`config.mk`:
```
export PLATFORM = sky130hd
export DESIGN_NAME = ccastles_vram_arbiter
export DESIGN_NICKNAME = d
export VERILOG_FILES = /design/src/rtl/ccastles_pkg.sv /design/src/rtl/ccastles_vram_starve_guard.sv /design/src/rtl/ccastles_vram_arbiter.sv
export SDC_FILE = /design/constraint.sdc
export NUM_CORES = 1
export LEC_CHECK = 0
export BUFFER_PORTS_ARGS = -buffer_cell sky130_fd_sc_hd__buf_4
export CAP_MARGIN = 5
export CORE_AREA = 2 2 80 51
export DETAILED_ROUTE_END_ITERATION = 10
export DIE_AREA = 0 0 82 53
export PLACE_DENSITY = 0.92
export SLEW_MARGIN = 10
export SYNTH_ARGS = -nofsm -noshare
export SYNTH_HDL_FRONTEND = slang
export SYNTH_SLANG_ARGS = --single-unit
```
`constraint.sdc`:
```
create_clock -name clk -period 3.9 [get_ports clk]
set_clock_uncertainty 0.1 [all_clocks]
set_input_delay 0 -clock clk [delete_from_list [all_inputs] [get_ports clk]]
set_output_delay 0 -clock clk [all_outputs]
set_load 0.03 [all_outputs]
```
`src/rtl/ccastles_pkg.sv`:
```
// Shared types for the CCastles video RAM arbiter.
// State encoding, owner codes and default bus widths.
package ccastles_pkg;

    localparam int AW_DEF = 16;
    localparam int DW_DEF = 8;

    typedef enum logic [2:0] {
        IDLE  = 3'd0,
        VID_A = 3'd1,
        VID_D = 3'd2,
        CPU_A = 3'd3,
        CPU_D = 3'd4
    } state_t;

    typedef enum logic [1:0] {
        OWN_NONE = 2'd0,
        OWN_VID  = 2'd1,
        OWN_CPU  = 2'd2
    } own_t;

endpackage

```
`src/rtl/ccastles_vram_starve_guard.sv`:
```
// Bounds the run of video slots granted while the CPU waits.
// Built only when VRAM_STARVE_GUARD_EN is defined.
module ccastles_vram_starve_guard #(
    parameter int MAX_VID_RUN = 4
) (
    input  logic clk,
    input  logic reset_n,
    input  logic arb,
    input  logic cpu_req,
    input  logic vid_go,
    input  logic cpu_go,
    output logic force_cpu
);

    localparam int CW = $clog2(MAX_VID_RUN + 1);

    logic [CW-1:0] cnt;

    always_ff @(posedge clk or negedge reset_n) begin
        if (!reset_n) begin
            cnt <= '0;
        end else if (arb) begin
            if (!cpu_req || cpu_go)
                cnt <= '0;
            else if (vid_go)
                cnt <= cnt + 1'b1;
        end
    end

    assign force_cpu = cpu_req && (cnt == CW'(MAX_VID_RUN));

endmodule

```
`src/rtl/ccastles_vram_arbiter.sv`:
```
// Two-cycle slot arbiter for the bitmap VRAM, video first.
// Optional CPU starvation guard: VRAM_STARVE_GUARD_EN.
module ccastles_vram_arbiter
    import ccastles_pkg::*;
#(
    parameter int AW          = AW_DEF,
    parameter int DW          = DW_DEF,
    parameter int MAX_VID_RUN = 4
) (
    input  logic          clk,
    input  logic          reset_n,
    input  logic          vid_req,
    input  logic [AW-1:0] vid_addr,
    output logic          vid_ack,
    output logic          vid_rvalid,
    output logic [DW-1:0] vid_rdata,
    input  logic          cpu_req,
    input  logic          cpu_we,
    input  logic [AW-1:0] cpu_addr,
    input  logic [DW-1:0] cpu_wdata,
    output logic          cpu_ack,
    output logic          cpu_rvalid,
    output logic [DW-1:0] cpu_rdata,
    output logic [AW-1:0] ram_addr,
    output logic          ram_we,
    output logic [DW-1:0] ram_wdata,
    input  logic [DW-1:0] ram_rdata,
    output logic [1:0]    owner
);

    state_t state, nxt;
    logic   cpu_rd;
    logic   force_cpu;

`ifdef VRAM_STARVE_GUARD_EN
    logic arb;
    assign arb = (state == IDLE) || (state == VID_D) || (state == CPU_D);

    ccastles_vram_starve_guard #(
        .MAX_VID_RUN (MAX_VID_RUN)
    ) u_guard (
        .clk       (clk),
        .reset_n   (reset_n),
        .arb       (arb),
        .cpu_req   (cpu_req),
        .vid_go    (nxt == VID_A),
        .cpu_go    (nxt == CPU_A),
        .force_cpu (force_cpu)
    );
`else
    assign force_cpu = 1'b0;
`endif

    always_comb begin
        nxt = IDLE;
        unique case (state)
            IDLE, VID_D, CPU_D: begin
                if (force_cpu)    nxt = CPU_A;
                else if (vid_req) nxt = VID_A;
                else if (cpu_req) nxt = CPU_A;
                else              nxt = IDLE;
            end
            VID_A:   nxt = VID_D;
            CPU_A:   nxt = CPU_D;
            default: nxt = IDLE;
        endcase
    end

    // RAM controls are captured on slot entry so the RAM sees clean registers.
    always_ff @(posedge clk or negedge reset_n) begin
        if (!reset_n) begin
            state     <= IDLE;
            ram_addr  <= '0;
            ram_we    <= 1'b0;
            ram_wdata <= '0;
            cpu_rd    <= 1'b0;
        end else begin
            state  <= nxt;
            ram_we <= 1'b0;
            if (nxt == VID_A) begin
                ram_addr <= vid_addr;
            end
            if (nxt == CPU_A) begin
                ram_addr  <= cpu_addr;
                ram_we    <= cpu_we;
                ram_wdata <= cpu_wdata;
                cpu_rd    <= !cpu_we;
            end
        end
    end

    always_comb begin
        vid_ack    = 1'b0;
        cpu_ack    = 1'b0;
        vid_rvalid = 1'b0;
        cpu_rvalid = 1'b0;
        owner      = OWN_NONE;
        unique case (state)
            VID_A: begin
                vid_ack = 1'b1;
                owner   = OWN_VID;
            end
            VID_D: begin
                vid_rvalid = 1'b1;
                owner      = OWN_VID;
            end
            CPU_A: begin
                cpu_ack = 1'b1;
                owner   = OWN_CPU;
            end
            CPU_D: begin
                cpu_rvalid = cpu_rd;
                owner      = OWN_CPU;
            end
            default: owner = OWN_NONE;
        endcase
    end

    assign vid_rdata = ram_rdata;
    assign cpu_rdata = ram_rdata;

endmodule

```
# ---- Yosys cells after proc, flatten, opt, wreduce, memory -nomap -nowiden
# Cells that the tools add are included.
dict set report word_totals {
  ff_bits 29
  out_inout_bits 47
  wordCells 28
}
dict set report classes {
  eq_ne 6
  n_mux 11
  n_reduce_logical 6
}
# op count
set op_table {}
lappend op_table {{two-way mux 16 bit} 2}
lappend op_table {{== test 3 x 2 -> 1 bit, second input constant} 3}
lappend op_table {{one-hot mux 3 bit (3 select lines)} 1}
lappend op_table {{== test 3 x 1 -> 1 bit, second input constant} 2}
lappend op_table {{two-way mux 1 bit} 5}
lappend op_table {{two-way mux 2 bit} 2}
lappend op_table {{one-hot mux 2 bit (2 select lines)} 1}
lappend op_table {{OR reduction 2 bit} 2}
lappend op_table {{== test 3 bit, second input constant} 1}
lappend op_table {{logical NOT 3 bit} 1}
lappend op_table {{OR reduction 3 bit} 1}
lappend op_table {{nonzero test 2 bit} 1}
lappend op_table {{logical NOT 1 bit} 1}

# ---- Depth between registers and ports, before layout
dict set report logic_depth {
  word_depth 6
  mapped_depth 7
}

# ---- Least setup slack after synthesis
# No wires, ideal clock.
dict set report synth_timing {
  path_kind {register to output}
  from {register state[2]}
  to {output port owner[0]}
  arrival_time_ps 1605
  setup_slack_ps 2195
  path_stages_with_launch 4
  n_path_buf 1
  cell_sequence {dfrtp_1 > buf_6 > nor3b_1 > or2_2}
}
dict set report synth_between {
  elab_chain_cells 3
  elab_cells_between_ends 7
  classes_between {eq/ne: 4; mux: 1; reduce/logical: 2}
}
# element line_no
set synth_rtl {}
lappend synth_rtl {{start, declared} ccastles_vram_arbiter.sv:31} ;# state_t state, nxt;
lappend synth_rtl {{start signal, assigned} ccastles_vram_arbiter.sv:78} ;# state <= nxt;
lappend synth_rtl {{== test 3 bit, or another cell as far along} ccastles_vram_arbiter.sv:98} ;# unique case (state)
lappend synth_rtl {{OR reduction 2 bit (no source line)} --}
lappend synth_rtl {{one-hot mux 2 bit (2 select lines) (*)} ccastles_vram_arbiter.sv:98}
lappend synth_rtl {{end, declared} ccastles_vram_arbiter.sv:28} ;# output logic [1:0] owner
# Every way passes the cells marked *; elsewhere a longest branch is shown, timed or not.

# ---- Final worst setup path
dict set report layout_timing {
  from {register state[2]}
  to {register ram_addr[0]}
}
dict set report layout_between {
  elab_chain_cells 5
  elab_cells_between_ends 11
  classes_between {eq/ne: 6; mux: 2; reduce/logical: 3}
}
# element line_no
set layout_rtl {}
lappend layout_rtl {{== test 3 bit, or another cell as far along} ccastles_vram_arbiter.sv:56} ;# unique case (state)
lappend layout_rtl {{OR reduction 3 bit} ccastles_vram_arbiter.sv:56}
lappend layout_rtl {{one-hot mux 3 bit (3 select lines) (*)} ccastles_vram_arbiter.sv:56}
lappend layout_rtl {{== test 3 x 2 -> 1 bit or == test 3 x 1 -> 1 bit (tied branches)} {ccastles_vram_arbiter.sv:83, ccastles_vram_arbiter.sv:80}}
lappend layout_rtl {{two-way mux 16 bit or nonzero test 2 bit (tied branches)} --}
lappend layout_rtl {{end signal, assigned} ccastles_vram_arbiter.sv:81} ;# ram_addr <= vid_addr;
lappend layout_rtl {{end signal, assigned} ccastles_vram_arbiter.sv:84} ;# ram_addr <= cpu_addr;
lappend layout_rtl {{end, declared} ccastles_vram_arbiter.sv:24} ;# output logic [AW-1:0] ram_addr,
# Marked as above.
# A chain may end at the register's enable or synchronous reset.

==> impl_metrics.toml <==
[clock_network]
cts_tree = "built"
clockBufferDepth = 2
cts_hold_buf = 54
htreeDepth = 2
cts_made_buffers = 5
clk_latency_ps = 280
clock-sinks = 29
clk_pin_slew_ps = 60
post_cts_resized = 0
postCtsSetupBuffers = 0
cts_root_buf = "clkbuf_8"

[placed_design]
dp_slack_ps = 2000
post-dp-hpwl_um = 2900
io_buffers = 75
gp_congestion = 0.8078

[logic_synthesis]
syn_nets = 206
synth_seq_cells = 29
avgSynthCellArea_um2 = 10.20
synthTopCellsByArea = "dfrtp_1 (47%), o2111ai_1 (9.0%), buf_4 (8.2%), nand4_1 (6.4%), mux2_2 (5.8%)"
yosysWarnings = 0
synth.distinct_cells = 25
seq_area_frac_synth_pct = 46.51
synthesis.area_um2 = 1560
syn_inst = 153
yosysTopAreaCellShare_pct = 46.51
synth_area_leader_cell = "dfrtp_1"

[sta]
worst_pin_slew_ps = 1009
finalSetupTns_ps = 0
max_freq_mhz = 344.3
final-hold-violation-count = 0
rsz0062_at_grt = "no"
slew_viol_final = 0
relSlewSlack_pct = 32.46
fin_ws_ps = 995.3
min_period_over_period_pct = 74.48
min_period_ps = 2905
setup_violations = 0

[grt]
grt_antenna_before_repair = 0
grt_max_degree = 35
grt_pass1_vias = 1660
grt_pass1_wl_um = 7458
track_usage_pct = 24.07
grt_overflow_total = 0

[layout]
final_cell_mix = "buf_4 (77), dlygate4sd3_1 (54), dfrtp_1 (29)"
drive_above_1_share_pct = 36.78
syn_to_final_growth_pct = 68.00
diodes = 0
layout_commonest_cell = "buf_4"
nets = 313
fillCellCount = 262

[worst_setup_path]
critPathMaxFanout = 18
crit_type = "reg -> reg"
required_ps = 3960
end_kind = "flip-flop"
rr_worst_depth = 5
worst_setup_path_start_kind = "flip-flop"
worstPathArrival_ps = 2960

[routing]
routedWlPerCell_um = 16.11
dr.pass1.iters = 4
drt_iter0_drc = 116
wl_um = 4961
via_per_inst = 5.477
vias = 1687
drc = 0
antenna_left = 0

[flow_run]
max-cap-violations = 0

[pwr]
vdd_drop_max_mv = 0.4537
p_leak_nw = 1.235
power_density_nw_per_um2 = 741.5

[floorplan]
core_um2 = 3573
rows = 17
die_h_um = 53
start_util_pct = 43.66
dieArea_um2 = 4346
die_w_um = 82
num_io_pins = 100

[hold_path]
hp-class = "in -> async"

[run_status]
outcome = "finished clean"
==> state kept, by name, indices dropped and copies added (netlist names) <==
signal,cells
ram_addr,16
cpu_rd,1
ram_we,1
state,3
ram_wdata,8
==> cells in the mapped netlist (all sizes together) <==
library cell,count
a21o,2
a21oi,2
and3,2
buf,26
clkbuf,5
clkinv,1
dfrtp,29
mux2,8
nand2,3
nand3,16
nand4,16
nor2,6
nor2b,1
nor3b,1
o2111ai,16
o21ai,16
or2,2
or3b,1
==> layer usage <==
metal	share of wire (%)	routed length (um)	global-route usage [%]
met1	41	2051	29.23
met2	47	2350	39.30
met3	9.1	451	7.338
met4	2.2	108	11.39
met5	0	0	0
==> power breakdown <==
part / switching (mW) / leakage [nW] / total, mW / internal, mW
sequential: 0.0938 / 0.354 / 0.534 / 0.440
clock: 0.111 / 0.0542 / 0.270 / 0.159
combinational: 0.656 / 0.827 / 1.14 / 0.484
==> worst paths after layout <==
check | to | slack (ps) | start
worst min register to register | ram_wdata[7] | 410 | ram_wdata[7]
worst min-delay path | ram_addr[4] | 80 | reset_n
worst max-delay path | ram_addr[0] | 1000 | state[2]
max in group asynchronous | ram_wdata[5] | 3340 | reset_n
min in group clk | state[0] | 110 | cpu_req
worst max register to register | ram_addr[0] | 1000 | state[2]
==> cell families after synthesis <==
family,after synthesis,synth area share [%]
compound gates,36,15.96
buf+inv,32,15.00
flops,29,46.51
mux,8,5.774
simple gates,48,16.76
==> critical path: stages, from the launching register on <==
cell	delay, ps
dfrtp_1	460
or3b_1	740
nand4_1	250
dlygate4sd3_1	580
nand3_1	80
dlygate4sd3_1	570
==> through the flow <==
| stage | cells | instance area [um2] | utilization (%) | total power, mW | hold WS (ps) |
|---|---|---|---|---|---|
| final | 308 | 2621 | 73.35 | 1.944 | 84.48 |
| after global routing | 308 | 2621 | 73.35 | 2.048 | 129.5 |
| after CTS | 308 | 2621 | 73.35 | 1.928 | 89.10 |
| after detailed placement | 246 | 1979 | 55.39 | 1.475 | -152.4 |
| after global placement | 246 | 1979 | 55.39 | 1.453 | -156.6 |
| after floorplan | 153 | 1560 | - | 1.188 | -395.6 |
==> layout make-up <==
cell class	count	area (um2)	area share [%]
Timing Repair Buffer	131	1119	42.67
Sequential cell	29	725.7	27.69
Multi-Input combinational cell	92	600.6	22.91
Clock buffer	7	96.34	3.675
Tap cell	47	58.81	2.243
Inverter	1	16.27	0.6205
Clock inverter	1	5.005	0.1909
Note: power is estimated with default switching activity, not from simulation.
